`src/rtl/shift_pkg.sv`:
```
// Shared definitions for the shift sequencer: funct codes, shift-unit control codes, FSM states.
// Latency: none (definitions only).
// Backpressure: none.
package shift_pkg;

    // R-type funct codes handled by the sequencer
    localparam logic [5:0] F_SLL  = 6'b000000;
    localparam logic [5:0] F_SRL  = 6'b000010;
    localparam logic [5:0] F_SRA  = 6'b000011;
    localparam logic [5:0] F_SLLV = 6'b000100;
    localparam logic [5:0] F_SRLV = 6'b000110;
    localparam logic [5:0] F_SRAV = 6'b000111;

    // Control codes understood by the shared shift unit
    localparam logic [1:0] SH_SLL  = 2'b00;
    localparam logic [1:0] SH_SRL  = 2'b01;
    localparam logic [1:0] SH_SRA  = 2'b10;
    localparam logic [1:0] SH_PASS = 2'b11;

    typedef enum logic [1:0] {
        ST_IDLE = 2'd0,
        ST_STEP = 2'd1,
        ST_DONE = 2'd2
    } state_t;

endpackage

```
`src/rtl/shift_funct_decode.sv`:
```
// Decodes funct into shift-unit op and amount source (shamt field or rs[4:0]).
// Latency: combinational.
// Backpressure: none.
module shift_funct_decode
    import shift_pkg::*;
(
    input  logic [5:0] funct,
    input  logic [4:0] shamt_field,
    input  logic [4:0] rs_amt,
    output logic [1:0] op,
    output logic [4:0] amt,
    output logic       illegal
);

    // Map funct to op/amount; anything that is not a shift is flagged illegal with a zero amount
    always_comb begin
        op      = SH_PASS;
        amt     = 5'd0;
        illegal = 1'b0;
        case (funct)
            F_SLL:   begin op = SH_SLL; amt = shamt_field; end
            F_SRL:   begin op = SH_SRL; amt = shamt_field; end
            F_SRA:   begin op = SH_SRA; amt = shamt_field; end
            F_SLLV:  begin op = SH_SLL; amt = rs_amt;      end
            F_SRLV:  begin op = SH_SRL; amt = rs_amt;      end
            F_SRAV:  begin op = SH_SRA; amt = rs_amt;      end
            default: illegal = 1'b1;
        endcase
    end

endmodule

```
`src/rtl/shift_sequencer.sv`:
```
// Multicycle MIPS R-type shift controller driving an external combinational shift unit in chunks of at most MAX_STEP.
// Latency: start edge to done = 1 + ceil(amt/MAX_STEP) cycles; 1 cycle for amt=0 or illegal funct.
// Backpressure: start is only sampled in IDLE; requests while busy or in the done cycle are dropped, not queued.
module shift_sequencer
    import shift_pkg::*;
#(
    parameter int MAX_STEP = 31
) (
    input  logic        clk,
    input  logic        reset,
    input  logic        start,
    input  logic [5:0]  funct,
    input  logic [4:0]  shamt_field,
    input  logic [31:0] rs_val,
    input  logic [31:0] rt_val,
    output logic        busy,
    output logic        done,
    output logic        illegal,
    output logic [31:0] result,
    output logic [1:0]  shift_ctrl,
    output logic [4:0]  shift_amt,
    output logic [31:0] shift_data,
    input  logic [31:0] shift_result
);

    localparam logic [4:0] STEP_MAX = 5'(MAX_STEP);

    state_t      state_q, state_d;
    logic [31:0] data_q, data_d;
    logic [31:0] result_q, result_d;
    logic [1:0]  op_q, op_d;
    logic [4:0]  remaining_q, remaining_d;
    logic        illegal_q, illegal_d;

    logic [1:0]  dec_op;
    logic [4:0]  dec_amt;
    logic        dec_illegal;
    logic [4:0]  chunk;

    // Only the low five bits of rs carry a shift amount
    logic        unused_rs_hi;
    assign unused_rs_hi = ^rs_val[31:5];

    shift_funct_decode u_decode (
        .funct       (funct),
        .shamt_field (shamt_field),
        .rs_amt      (rs_val[4:0]),
        .op          (dec_op),
        .amt         (dec_amt),
        .illegal     (dec_illegal)
    );

    // Amount applied this cycle: whatever is left, capped at the shifter's per-cycle limit
    always_comb begin
        chunk = (remaining_q < STEP_MAX) ? remaining_q : STEP_MAX;
    end

    // Next-state logic: accept in IDLE, feed the shifter output back in STEP, pulse in DONE
    always_comb begin
        state_d     = state_q;
        data_d      = data_q;
        result_d    = result_q;
        op_d        = op_q;
        remaining_d = remaining_q;
        illegal_d   = illegal_q;
        case (state_q)
            ST_IDLE: begin
                if (start) begin
                    data_d      = rt_val;
                    op_d        = dec_op;
                    remaining_d = dec_amt;
                    if (dec_illegal) begin
                        result_d  = rt_val;
                        illegal_d = 1'b1;
                        state_d   = ST_DONE;
                    end else if (dec_amt == 5'd0) begin
                        result_d = rt_val;
                        state_d  = ST_DONE;
                    end else begin
                        state_d = ST_STEP;
                    end
                end
            end
            ST_STEP: begin
                data_d      = shift_result;
                remaining_d = remaining_q - chunk;
                if (remaining_q == chunk) begin
                    result_d = shift_result;
                    state_d  = ST_DONE;
                end
            end
            ST_DONE: begin
                illegal_d = 1'b0;
                state_d   = ST_IDLE;
            end
            default: state_d = ST_IDLE;
        endcase
    end

    // State and datapath registers; reset abandons any operation in flight
    always_ff @(posedge clk or posedge reset) begin
        if (reset) begin
            state_q     <= ST_IDLE;
            data_q      <= 32'd0;
            result_q    <= 32'd0;
            op_q        <= SH_PASS;
            remaining_q <= 5'd0;
            illegal_q   <= 1'b0;
        end else begin
            state_q     <= state_d;
            data_q      <= data_d;
            result_q    <= result_d;
            op_q        <= op_d;
            remaining_q <= remaining_d;
            illegal_q   <= illegal_d;
        end
    end

    // Shift unit is only commanded in STEP; elsewhere it is told to pass through
    always_comb begin
        busy       = (state_q != ST_IDLE);
        done       = (state_q == ST_DONE);
        illegal    = illegal_q;
        result     = result_q;
        shift_data = data_q;
        shift_ctrl = (state_q == ST_STEP) ? op_q  : SH_PASS;
        shift_amt  = (state_q == ST_STEP) ? chunk : 5'd0;
    end

endmodule

```
`config.mk`:
```
export PLATFORM = sky130hd
export DESIGN_NAME = shift_sequencer
export DESIGN_NICKNAME = d
export VERILOG_FILES = /design/src/rtl/shift_pkg.sv /design/src/rtl/shift_funct_decode.sv /design/src/rtl/shift_sequencer.sv
export SDC_FILE = /design/constraint.sdc
export NUM_CORES = 1
export LEC_CHECK = 0
export ABC_AREA = 1
export CAP_MARGIN = 20
export CORE_MARGIN = 5
export CORE_UTILIZATION = 30
export CTS_BUF_LIST = sky130_fd_sc_hd__clkbuf_8
export CTS_CLUSTER_SIZE = 10
export DETAILED_ROUTE_END_ITERATION = 16
export GPL_ROUTABILITY_DRIVEN = 0
export PLACE_DENSITY = 0.74
export SYNTH_ARGS = -nofsm -noshare
export SYNTH_HDL_FRONTEND = slang
export SYNTH_SLANG_ARGS = --single-unit
```
`constraint.sdc`:
```
create_clock -name clk -period 2.6 [get_ports clk]
set_input_delay 0.26 -clock clk [delete_from_list [all_inputs] [get_ports clk]]
set_output_delay 0.26 -clock clk [all_outputs]
set_load 0.03 [all_outputs]
```
### Word level (Yosys, flattened, before mapping)

Cells that the tools add are included.

* $add $sub $neg: 1
* order comparisons: 1
* eq/ne operators: 12
* muxes and demuxes: 22
* reductions and logical operators: 17

Operators with widths (count)
* $mux W32: 5
* $pmux W32 S2: 2
* $pmux W5 S2: 2
* $eq A6 B3 Y1 const B: 3
* $mux W5: 3
* $eq A6 B2 Y1 const B: 2
* $mux W2: 5
* $logic_not A6 Y1: 1
* $ne A2 B2 Y1 const B: 3
* $pmux W2 S3: 1
* $reduce_and A2 Y1: 3
* $reduce_bool A2 Y1: 3
* $reduce_or A2 Y1: 3
* $reduce_or A3 Y1: 2
* $reduce_or A6 Y1: 1
* $eq A5 B5 Y1: 1
* $logic_not A5 Y1: 1
* $lt A5 B5 Y1 const B: 1
* $sub A5 B5 Y5: 1
* $pmux W2 S2: 1
* $reduce_and A4 Y1: 1
* $ne A3 B3 Y1 const B: 1
* $reduce_and A3 Y1: 1
* $eq A2 B1 Y1 const B: 1
* 4 further kinds: 5

* register bits after elaboration: 74
* input bits: 110
* output and inout bits: 74
* word-level logic and storage cells: 59

### Depth between registers and ports, before layout

Gate-level depths: netlist of the first run.

* depth after elaboration: 8
* depth in mapped cells: 11

### Cells and area by module

From an unflattened synthesis of the first run, not the netlist that was laid out.

* cells, all modules: 468
* area, all modules: 3577.2 um^2

By module, submodules not included
* shift_sequencer: instances 1, cells each 438, area each 3438.3 um^2, sequential area each 1854.3 um^2
* shift_funct_decode: instances 1, cells each 30, area each 138.9 um^2, sequential area each 0.0 um^2

### Worst setup path after synthesis of the first run

No wires, ideal clock.

* path kind: reg-to-output
* start point: register state_q[0]
* end point: output shift_amt[0]
* arrival time: 1.418 ns
* setup slack: 0.922 ns
* stages on the path, launching flop included: 7
* path buffers: 2
* path through: dfrtp_1 > inv_2 > nor2_8 > inv_2 > buf_2 > buf_2 > nor2_1

* word-level cells in the longest chain between the ends: 2

Ends and longest elaborated chain
* from (decl): RTL line shift_sequencer.sv:28 `state_t state_q, state_d;`
* from (signal assigned): RTL line shift_sequencer.sv:110 `state_q <= state_d;`
* $eq A2 B1 Y1: RTL line shift_sequencer.sv:127 `shift_amt = (state_q == ST_STEP) ? chunk : 5'd0;`
* $mux W5: RTL line shift_sequencer.sv:127
* to (decl): RTL line shift_sequencer.sv:21 `output logic [4:0] shift_amt,`

No other way between the ends.

### Worst setup path after layout of the first run

* start point: register state_q[0]
* end point: output shift_ctrl[0]

* word-level cells in the longest chain between the ends: 2

Ends and longest elaborated chain
* $eq A2 B1 Y1: RTL line shift_sequencer.sv:126 `shift_ctrl = (state_q == ST_STEP) ? op_q : SH_PASS;`
* $mux W2: RTL line shift_sequencer.sv:126
* to (decl): RTL line shift_sequencer.sv:20 `output logic [1:0] shift_ctrl,`

No other way between the ends.

==> summary.md, run 1 <==
| Metric | Value |
|---|---|
| Outcome | `finished clean` |
| R2r endpoint | `result[22]$_DFFE_PP0P_` |
| # IOs | `184` |
| Initial antenna violation count | `0` |
| CTS tree | `yes` |
| Grt ovf | `0` |
| Post-Synth Adder-Cell Area | `0.348%` |
| Flops & latches, synth | `74` |
| Main combinational cell family by area after synthesis | `simple AND/OR/NAND/NOR gates` |
| Mapped cell area | `0.00359 mm2` |
| Post-CTS setup buffer count | `0` |
| Post-CTS Hold Fix Bufs | `0` |
| Critical Path RT | `2.34 ns` |
| Synth Area in Simple Gates | `39.4%` |
| Slew Limit Fails | `0` |
| Worst Path Arrival | `2.05 ns` |
| Layout cells sized above 1 | `8.81%` |
| Combinational Power Share | `34.4%` |
| Cell count after placement | `755` |
| DIE AREA | `0.0143 mm2` |
| Global Route Usage Sum | `15.6%` |
| Htree depth | `3` |
| Worst skew pair latency | `0.34 ns` |
| WHS | `0.301 ns` |
| Yosys cell types | `29` |
| Diode count | `0` |
| Bufs and invs on worst path | `3` |
| Hold crit path type | `in2async` |
| Maxcap violations | `0` |
| VDD IR max | `0.252 mV` |
| Most common cell after layout, fill and taps aside | `nand2_1` |
| DRC viols | `0` |
| TNS Setup | `0 ns` |
| Cells after Synth | `466` |
| Non-filler instance count after layout | `771` |
| Final hold violations | `0` |
| Seq pwr share | `37.8%` |
| Static leakage | `2.75 nW` |
| Kind of start point of the critical path | `register` |
| Post-CTS resize count | `0` |
| Die Span X | `119 um` |
| P per Cell Area | `707 mW/mm2` |
| Root Buffer | `clkbuf_8` |
| Net count, final | `730` |
| Largest net degree at the start of global routing | `75` |
| Most frequent cells in the layout | `nand2_1 (260), clkdlybuf4s50_1 (153), dfrtp_1 (72)` |
| R2R Setup Slk | `0.50 ns` |
| Synth Area in Compound Gates | `2.47%` |
| CTS Sinks | `74` |
| TritonRoute pass-1 iters | `4` |
| First-pass GRT wire length | `18.1 mm` |
| RSZ-0062 raised after global routing | `false` |
| Dominant cell type by count on the critical path | `inv_2` |
| Tmin final | `2.31 ns` |
| Least-Margin Pin Slew | `0.673 ns` |
| Worst R2R Path Depth | `8` |
| Routed wire length | `11.2 mm` |
| WL/cell | `14.5 um` |
| CP peak stage delay | `0.59 ns` |
| Sw power | `1.32 mW` |
| Power consumption | `3.89 mW` |
| Clk_skew | `0.0118 ns` |
| ANT nets after route | `0` |
| Critical Path, Cell by Cell | `inv_2 > nor2_8 > inv_2 > or2_1 > clkdlybuf4s50_1` |
| Clk slew on worst S/H paths | `0.08 ns` |
| Clock share of power | `27.8%` |
| Fmax | `0.433 GHz` |
| Vias per Instance | `4.55` |
| Synth-to-layout area growth | `53.3%` |
| First DRT Iteration DRCs | `237` |
| Core area | `0.0119 mm2` |
| Final cycle utilization of the critical path | `88.7%` |
| Vias in the first global route | `3500` |
| Initial Utilization | `30.3%` |
| Post-synthesis mux area share | `0%` |
| Post-synthesis xor/xnor area fraction | `0%` |
| Sw frac | `34.0%` |
| Fin util | `46.4%` |
| R2r startpoint | `state_q[0]$_DFFE_PP0P_` |
| Cell family with most CP delay | `buffers and inverters` |
| Die H | `119 um` |
| Pint | `2.57 mW` |
| Critical Path Slowest Stage Cell | `clkdlybuf4s50_1` |
| Worst-path fanout max | `12` |
| Row cnt | `40` |
| Slew HR | `55.1%` |
| Yosys warns | `0` |
| Critical path class | `reg2out` |
| Crit path capture type | `primary output` |
| DP HPWL | `7.91 mm` |
| Cts bufs inserted | `9` |
| CTS max path bufs | `2` |
| Seq/Total Area, Yosys | `51.6%` |
| Endpoints failing setup | `0` |
| Via count | `3505` |
| Syn Area/Cell | `7.71 um2` |
| Buffers on Ports | `156` |
worst max-delay path by stage:
stage / start / to / slack, ns / cells after the start
3_5_place_dp: funct[0] / result[22]$_DFFE_PP0P_ / 0.43 / 10
2_1_floorplan: reset / illegal$_DFFE_PP0P_ / 0.46 / 1
4_1_cts: state_q[0]$_DFFE_PP0P_ / shift_ctrl[0] / 0.26 / 5
5_1_grt: state_q[0]$_DFFE_PP0P_ / shift_amt[4] / 0.18 / 5
3_3_place_gp: funct[0] / result[31]$_DFFE_PP0P_ / 0.50 / 10
6_report: state_q[0]$_DFFE_PP0P_ / shift_ctrl[0] / 0.29 / 5
power by group through the flow:
stage	clock (mW)	combinational [mW]	sequential [mW]
floorplan	0	0.333	1.87
global placement	0	1.33	1.49
detailed placement	0	1.35	1.49
CTS	1.11	1.36	1.47
global route	1.17	1.43	1.50
finish	1.08	1.34	1.47
state kept, by name, indices dropped and copies added (netlist names):
signal / cells
result: 32
shift_data: 32
remaining_q: 5
op_q: 2
state_q: 2
illegal: 1
routing by layer:
metal	up-vias	GRT usage (%)	wire, um
li1	1743	-	-
met1	1638	18.9	4680
met2	114	27.1	5600
met3	10	4.51	785
met4	0	4.01	141
met5	-	0	0
area by class of cell:
cell class / count / area [um2]
inverters: 21 / 80.1
well taps: 147 / 184
fillers: 1175 / 6350
flip-flops and latches: 74 / 1850
clock inverters: 6 / 106
multi-input cells: 350 / 1530
repair buffers: 163 / 1620
clock buffers: 10 / 138
per-stage QoR:
step           cell area (um2)  setup slack [ns]
4_1_cts                   5510             0.262
5_1_grt                   5510             0.178
3_3_place_gp              5260             0.500
2_1_floorplan             3600             0.462
6_report                  5510             0.293
3_5_place_dp              5260             0.431
worst reg2reg max path: stages (launching register included):
cell,delay (ns)
dfrtp_1,0.43
inv_2,0.11
nor2_8,0.22
buf_4,0.27
a21oi_2,0.09
inv_2,0.28
nand2_4,0.34
nand2_1,0.17
nand2_1,0.07
kinds of logic after synthesis:
kind of cell / count (synthesis)
flip-flops: 74
buffers and inverters: 43
other: 1
AO/OA/AOI/OAI: 13
AND/OR/NAND/NOR: 334
adder cells (fa/ha/maj): 1
synthesized netlist by cell type:
master | number | area share, %
buf_4 | 3 | 0.63
dfrtp_1 | 72 | 50
o211ai_1 | 1 | 0.21
nand2_1 | 260 | 27
nor2_4 | 3 | 0.94
nand3_1 | 35 | 4.9
dfstp_2 | 2 | 1.5
clkbuf_1 | 2 | 0.21
o21ai_0 | 6 | 0.84
nand4_1 | 8 | 1.4
nor2_2 | 2 | 0.35
or2_1 | 1 | 0.17
buf_6 | 2 | 0.63
o41ai_1 | 1 | 0.24
buf_2 | 14 | 2.0
a22oi_1 | 1 | 0.21
o221ai_1 | 1 | 0.24
nand3_2 | 2 | 0.56
nand2_2 | 10 | 1.7
inv_1 | 15 | 1.6
buf_8 | 1 | 0.42
nand2_4 | 2 | 0.63
nor2_8 | 1 | 0.56
a21oi_2 | 2 | 0.49
conb_1 | 1 | 0.10
ha_1 | 1 | 0.35
nor2_1 | 10 | 1.0
inv_2 | 6 | 0.63
o22a_1 | 1 | 0.24
Note: power is estimated with default switching activity, not from simulation.
==> run 2, diff against run 1 <==
Settings changed: HOLD_SLACK_MARGIN from default to 0.03, SLEW_MARGIN from default to 10.
==> results of run 2 <==
No change in the layout: final DEF, timing and power equal those of run 1.
==> run 3, diff against run 2 <==
--- a/config.mk
+++ b/config.mk
@@ -20,2 +20,3 @@
 export SYNTH_HDL_FRONTEND = slang
+export SYNTH_HIERARCHICAL = 1
 export SYNTH_SLANG_ARGS = --single-unit
--- a/constraint.sdc
+++ b/constraint.sdc
@@ -3,2 +3,2 @@
 set_output_delay 0.26 -clock clk [all_outputs]
-set_load 0.03 [all_outputs]
+set_load 0.1 [all_outputs]
==> summary.md, run 3 <==
| Metric | Value |
|---|---|
| Outcome | `finished clean (unchanged)` |
| EDFF count, synth | `0 (unchanged)` |
| Grt ovf | `0 (unchanged)` |
| Via count | `3532 (was 3505)` |
| Diode count | `0 (unchanged)` |
| First DRT Iteration DRCs | `198 (was 237)` |
| Most common library cells after synthesis | `nand2_1 (234), nand3_1 (80), dfrtp_1 (72) (was nand2_1 (260), dfrtp_1 (72), nand3_1 (35))` |
| Initial Utilization | `30.9% (was 30.3%)` |
| Initial antenna violation count | `0 (unchanged)` |
| Die Span X | `119 um (about the same)` |
| # IOs | `184 (unchanged)` |
| Syn Area/Cell | `7.64 um2 (was 7.71 um2)` |
| Clk slew on worst S/H paths | `0.09 ns (was 0.08 ns)` |
| Cts bufs inserted | `9 (unchanged)` |
| Fillers | `1139 (was 1175)` |
| CTS tree | `yes (unchanged)` |
| DIE AREA | `0.0142 mm2 (was 0.0143 mm2)` |
| Vias per Instance | `4.62 (was 4.55)` |
| Core area | `0.0116 mm2 (was 0.0119 mm2)` |
| Synth-to-layout area growth | `50.5% (was 53.3%)` |
| Root Buffer | `clkbuf_8 (unchanged)` |
| Worst Path Arrival | `1.80 ns (was 2.05 ns)` |
| Critical Path, Cell by Cell | `inv_1 > nand2_4 > inv_2 > nand2_1 > buf_12 (was inv_2 > nor2_8 > inv_2 > or2_1 > clkdlybuf4s50_1)` |
| CP peak stage delay | `0.42 ns (was 0.59 ns)` |
| WL/cell | `14.1 um (was 14.5 um)` |
| Kind of start point of the critical path | `register (unchanged)` |
| DP HPWL | `8.04 mm (was 7.91 mm)` |
| Post-CTS setup buffer count | `0 (unchanged)` |
| Vias in the first global route | `3658 (was 3500)` |
| Asr flop ratio synth | `100% (unchanged)` |
| Fin util | `46.6% (was 46.4%)` |
| Top cell type's share of synthesized area | `50.4% (was 50.2%)` |
| Slew HR | `62.5% (was 55.1%)` |
| Synth area leader | `dfrtp_1 (unchanged)` |
| TNS Setup | `0 ns (unchanged)` |
| Flops & latches, synth | `74 (unchanged)` |
| Area contributors post-synth | `dfrtp_1 (50%), nand2_1 (25%), nand3_1 (11%), buf_6 (2.2%), buf_2 (2.1%) (was dfrtp_1 (50%), nand2_1 (27%), nand3_1 (4.9%), buf_2 (2.0%), nand2_2 (1.7%))` |
| Synth Flop Type | `dfrtp_1 (unchanged)` |
| Most common cell in the netlist | `nand2_1 (unchanged)` |
| Net count, final | `726 (was 730)` |
| Yosys warns | `6 (was 0)` |
| RSZ-0062 raised after global routing | `false (unchanged)` |
| Critical Path Slowest Stage Cell | `dfrtp_1 (was clkdlybuf4s50_1)` |
| Placement Cell Area | `0.00513 mm2 (was 0.00526 mm2)` |
| Post-Syn Nets | `578` |
| Clk_skew | `0.00873 ns (was 0.0118 ns)` |
| Worst-path fanout max | `45 (was 12)` |
| CTS max path bufs | `2 (unchanged)` |
| Critical Path RT | `2.34 ns (about the same)` |
| Row cnt | `39 (was 40)` |
| Most common cell after layout, fill and taps aside | `nand2_1 (unchanged)` |
| Post-Layout Inst Area | `0.00539 mm2 (was 0.00551 mm2)` |
| ANT nets after route | `0 (unchanged)` |
| Routed wire length | `10.8 mm (was 11.2 mm)` |
| First-pass GRT wire length | `18.0 mm (was 18.1 mm)` |
| Crit path capture type | `primary output (unchanged)` |
| Fmax | `0.485 GHz (was 0.433 GHz)` |
| Die H | `119 um (about the same)` |
| Final cycle utilization of the critical path | `79.2% (was 88.7%)` |
| Seq/Total Area, Yosys | `51.8% (was 51.6%)` |
| Most frequent cells in the layout | `nand2_1 (234), clkdlybuf4s50_1 (82), nand3_1 (80) (was nand2_1 (260), clkdlybuf4s50_1 (153), dfrtp_1 (72))` |
| Yosys cell types | `22 (was 29)` |
| Htree depth | `3 (unchanged)` |
| Critical path class | `reg2out (unchanged)` |
| TritonRoute pass-1 iters | `5 (was 4)` |
| Largest net degree at the start of global routing | `46 (was 75)` |
| Maxcap violations | `0 (unchanged)` |
| Post-CTS Hold Fix Bufs | `0 (unchanged)` |
| Hold crit path type | `in2async (unchanged)` |
| Buffers on Ports | `156 (unchanged)` |
| Post-CTS resize count | `0 (unchanged)` |
| Mapped cell area | `0.00358 mm2 (was 0.00359 mm2)` |
| Global Route Usage Sum | `15.4% (was 15.6%)` |
| VDD IR max | `0.420 mV (was 0.252 mV)` |
| Tmin final | `2.06 ns (was 2.31 ns)` |
| P per Cell Area | `847 mW/mm2 (was 707 mW/mm2)` |
| Static leakage | `2.82 nW (was 2.75 nW)` |
| Slew Limit Fails | `0 (unchanged)` |
| Least-Margin Pin Slew | `0.561 ns (was 0.673 ns)` |
| DRC viols | `0 (unchanged)` |
| R2R Setup Slk | `0.67 ns (was 0.50 ns)` |
| Worst skew pair latency | `0.34 ns (about the same)` |
| CTS Sinks | `74 (unchanged)` |
| Final hold violations | `0 (unchanged)` |
| Layout cells sized above 1 | `17.9% (was 8.81%)` |
| Endpoints failing setup | `0 (unchanged)` |
| Cells after Synth | `468 (was 466)` |
## run 3: changes by cell type after synthesis, moves of 5 or more
cell / before / now
buf_6: 2 / 7
nand2_1: 260 / 234
nand2_2: 10 / 2
nand3_1: 35 / 80
nand4_1: 8 / 0
## run 3: area by class of cell
cell class	count	area [um2]	share of cell area (%)
multi-input cells	347	1460	27.2
well taps	143	179	3.32
clock buffers	9	124	2.30
clock inverters	7	135	2.51
flip-flops and latches	74	1850	34.4
inverters	19	72.6	1.35
repair buffers	165	1560	28.9
## run 3: cells by family after synthesis
family                 Yosys count  synth area share [%]
AO/OA/AOI/OAI                    9                  1.29
buffers and inverters           47                  7.24
AND/OR/NAND/NOR                337                  39.3
multiplexers                     1                 0.315
flip-flops                      74                  51.8
## run 3: path summary, 6_finish.rpt
kind | start | endpoint | cells past startpoint
min reg2reg | result[14]$_DFFE_PP0P_ | result[14]$_DFFE_PP0P_ | 2
min | reset | result[22]$_DFFE_PP0P_ | 2
min in group clk | result[14]$_DFFE_PP0P_ | result[14]$_DFFE_PP0P_ | 2
max in group asynchronous | reset | op_q[0]$_DFFE_PP1P_ | 3
max | state_q[1]$_DFFE_PP0P_ | shift_ctrl[0] | 5
max reg2reg | state_q[1]$_DFFE_PP0P_ | result[11]$_DFFE_PP0P_ | 7
## run 3: routing by layer
layer	vias up	part of all wire [%]	global-route usage, %
li1	1760	-	-
met1	1636	40	17.9
met2	119	51	27.1
met3	17	7.8	4.64
met4	0	1.9	5.21
met5	-	0	0
## run 3: critical path: cells and delay by family, from the launching register on
family / cells / cell delay (ns)
and+or+nand+nor: 2 / 0.54
DFF: 1 / 0.42
buffers and inverters: 3 / 0.48
## run 3: where the power goes
part	leakage, nW	internal (mW)	switching, mW
logic	1.77	0.432	1.56
registers	0.915	1.32	0.0999
clock network	0.132	0.728	0.422
total	2.82	2.48	2.08
## run 3: metrics by stage
step	power (mW)	setup slack, ns	hold slack [ns]	cells
CTS	4.61	0.491	0.284	764
global placement	3.42	0.423	0.457	748
global route	4.75	0.361	0.309	764
detailed placement	3.45	0.351	0.460	748
floorplan	2.92	0.274	0.410	468
finish	4.56	0.540	0.280	764
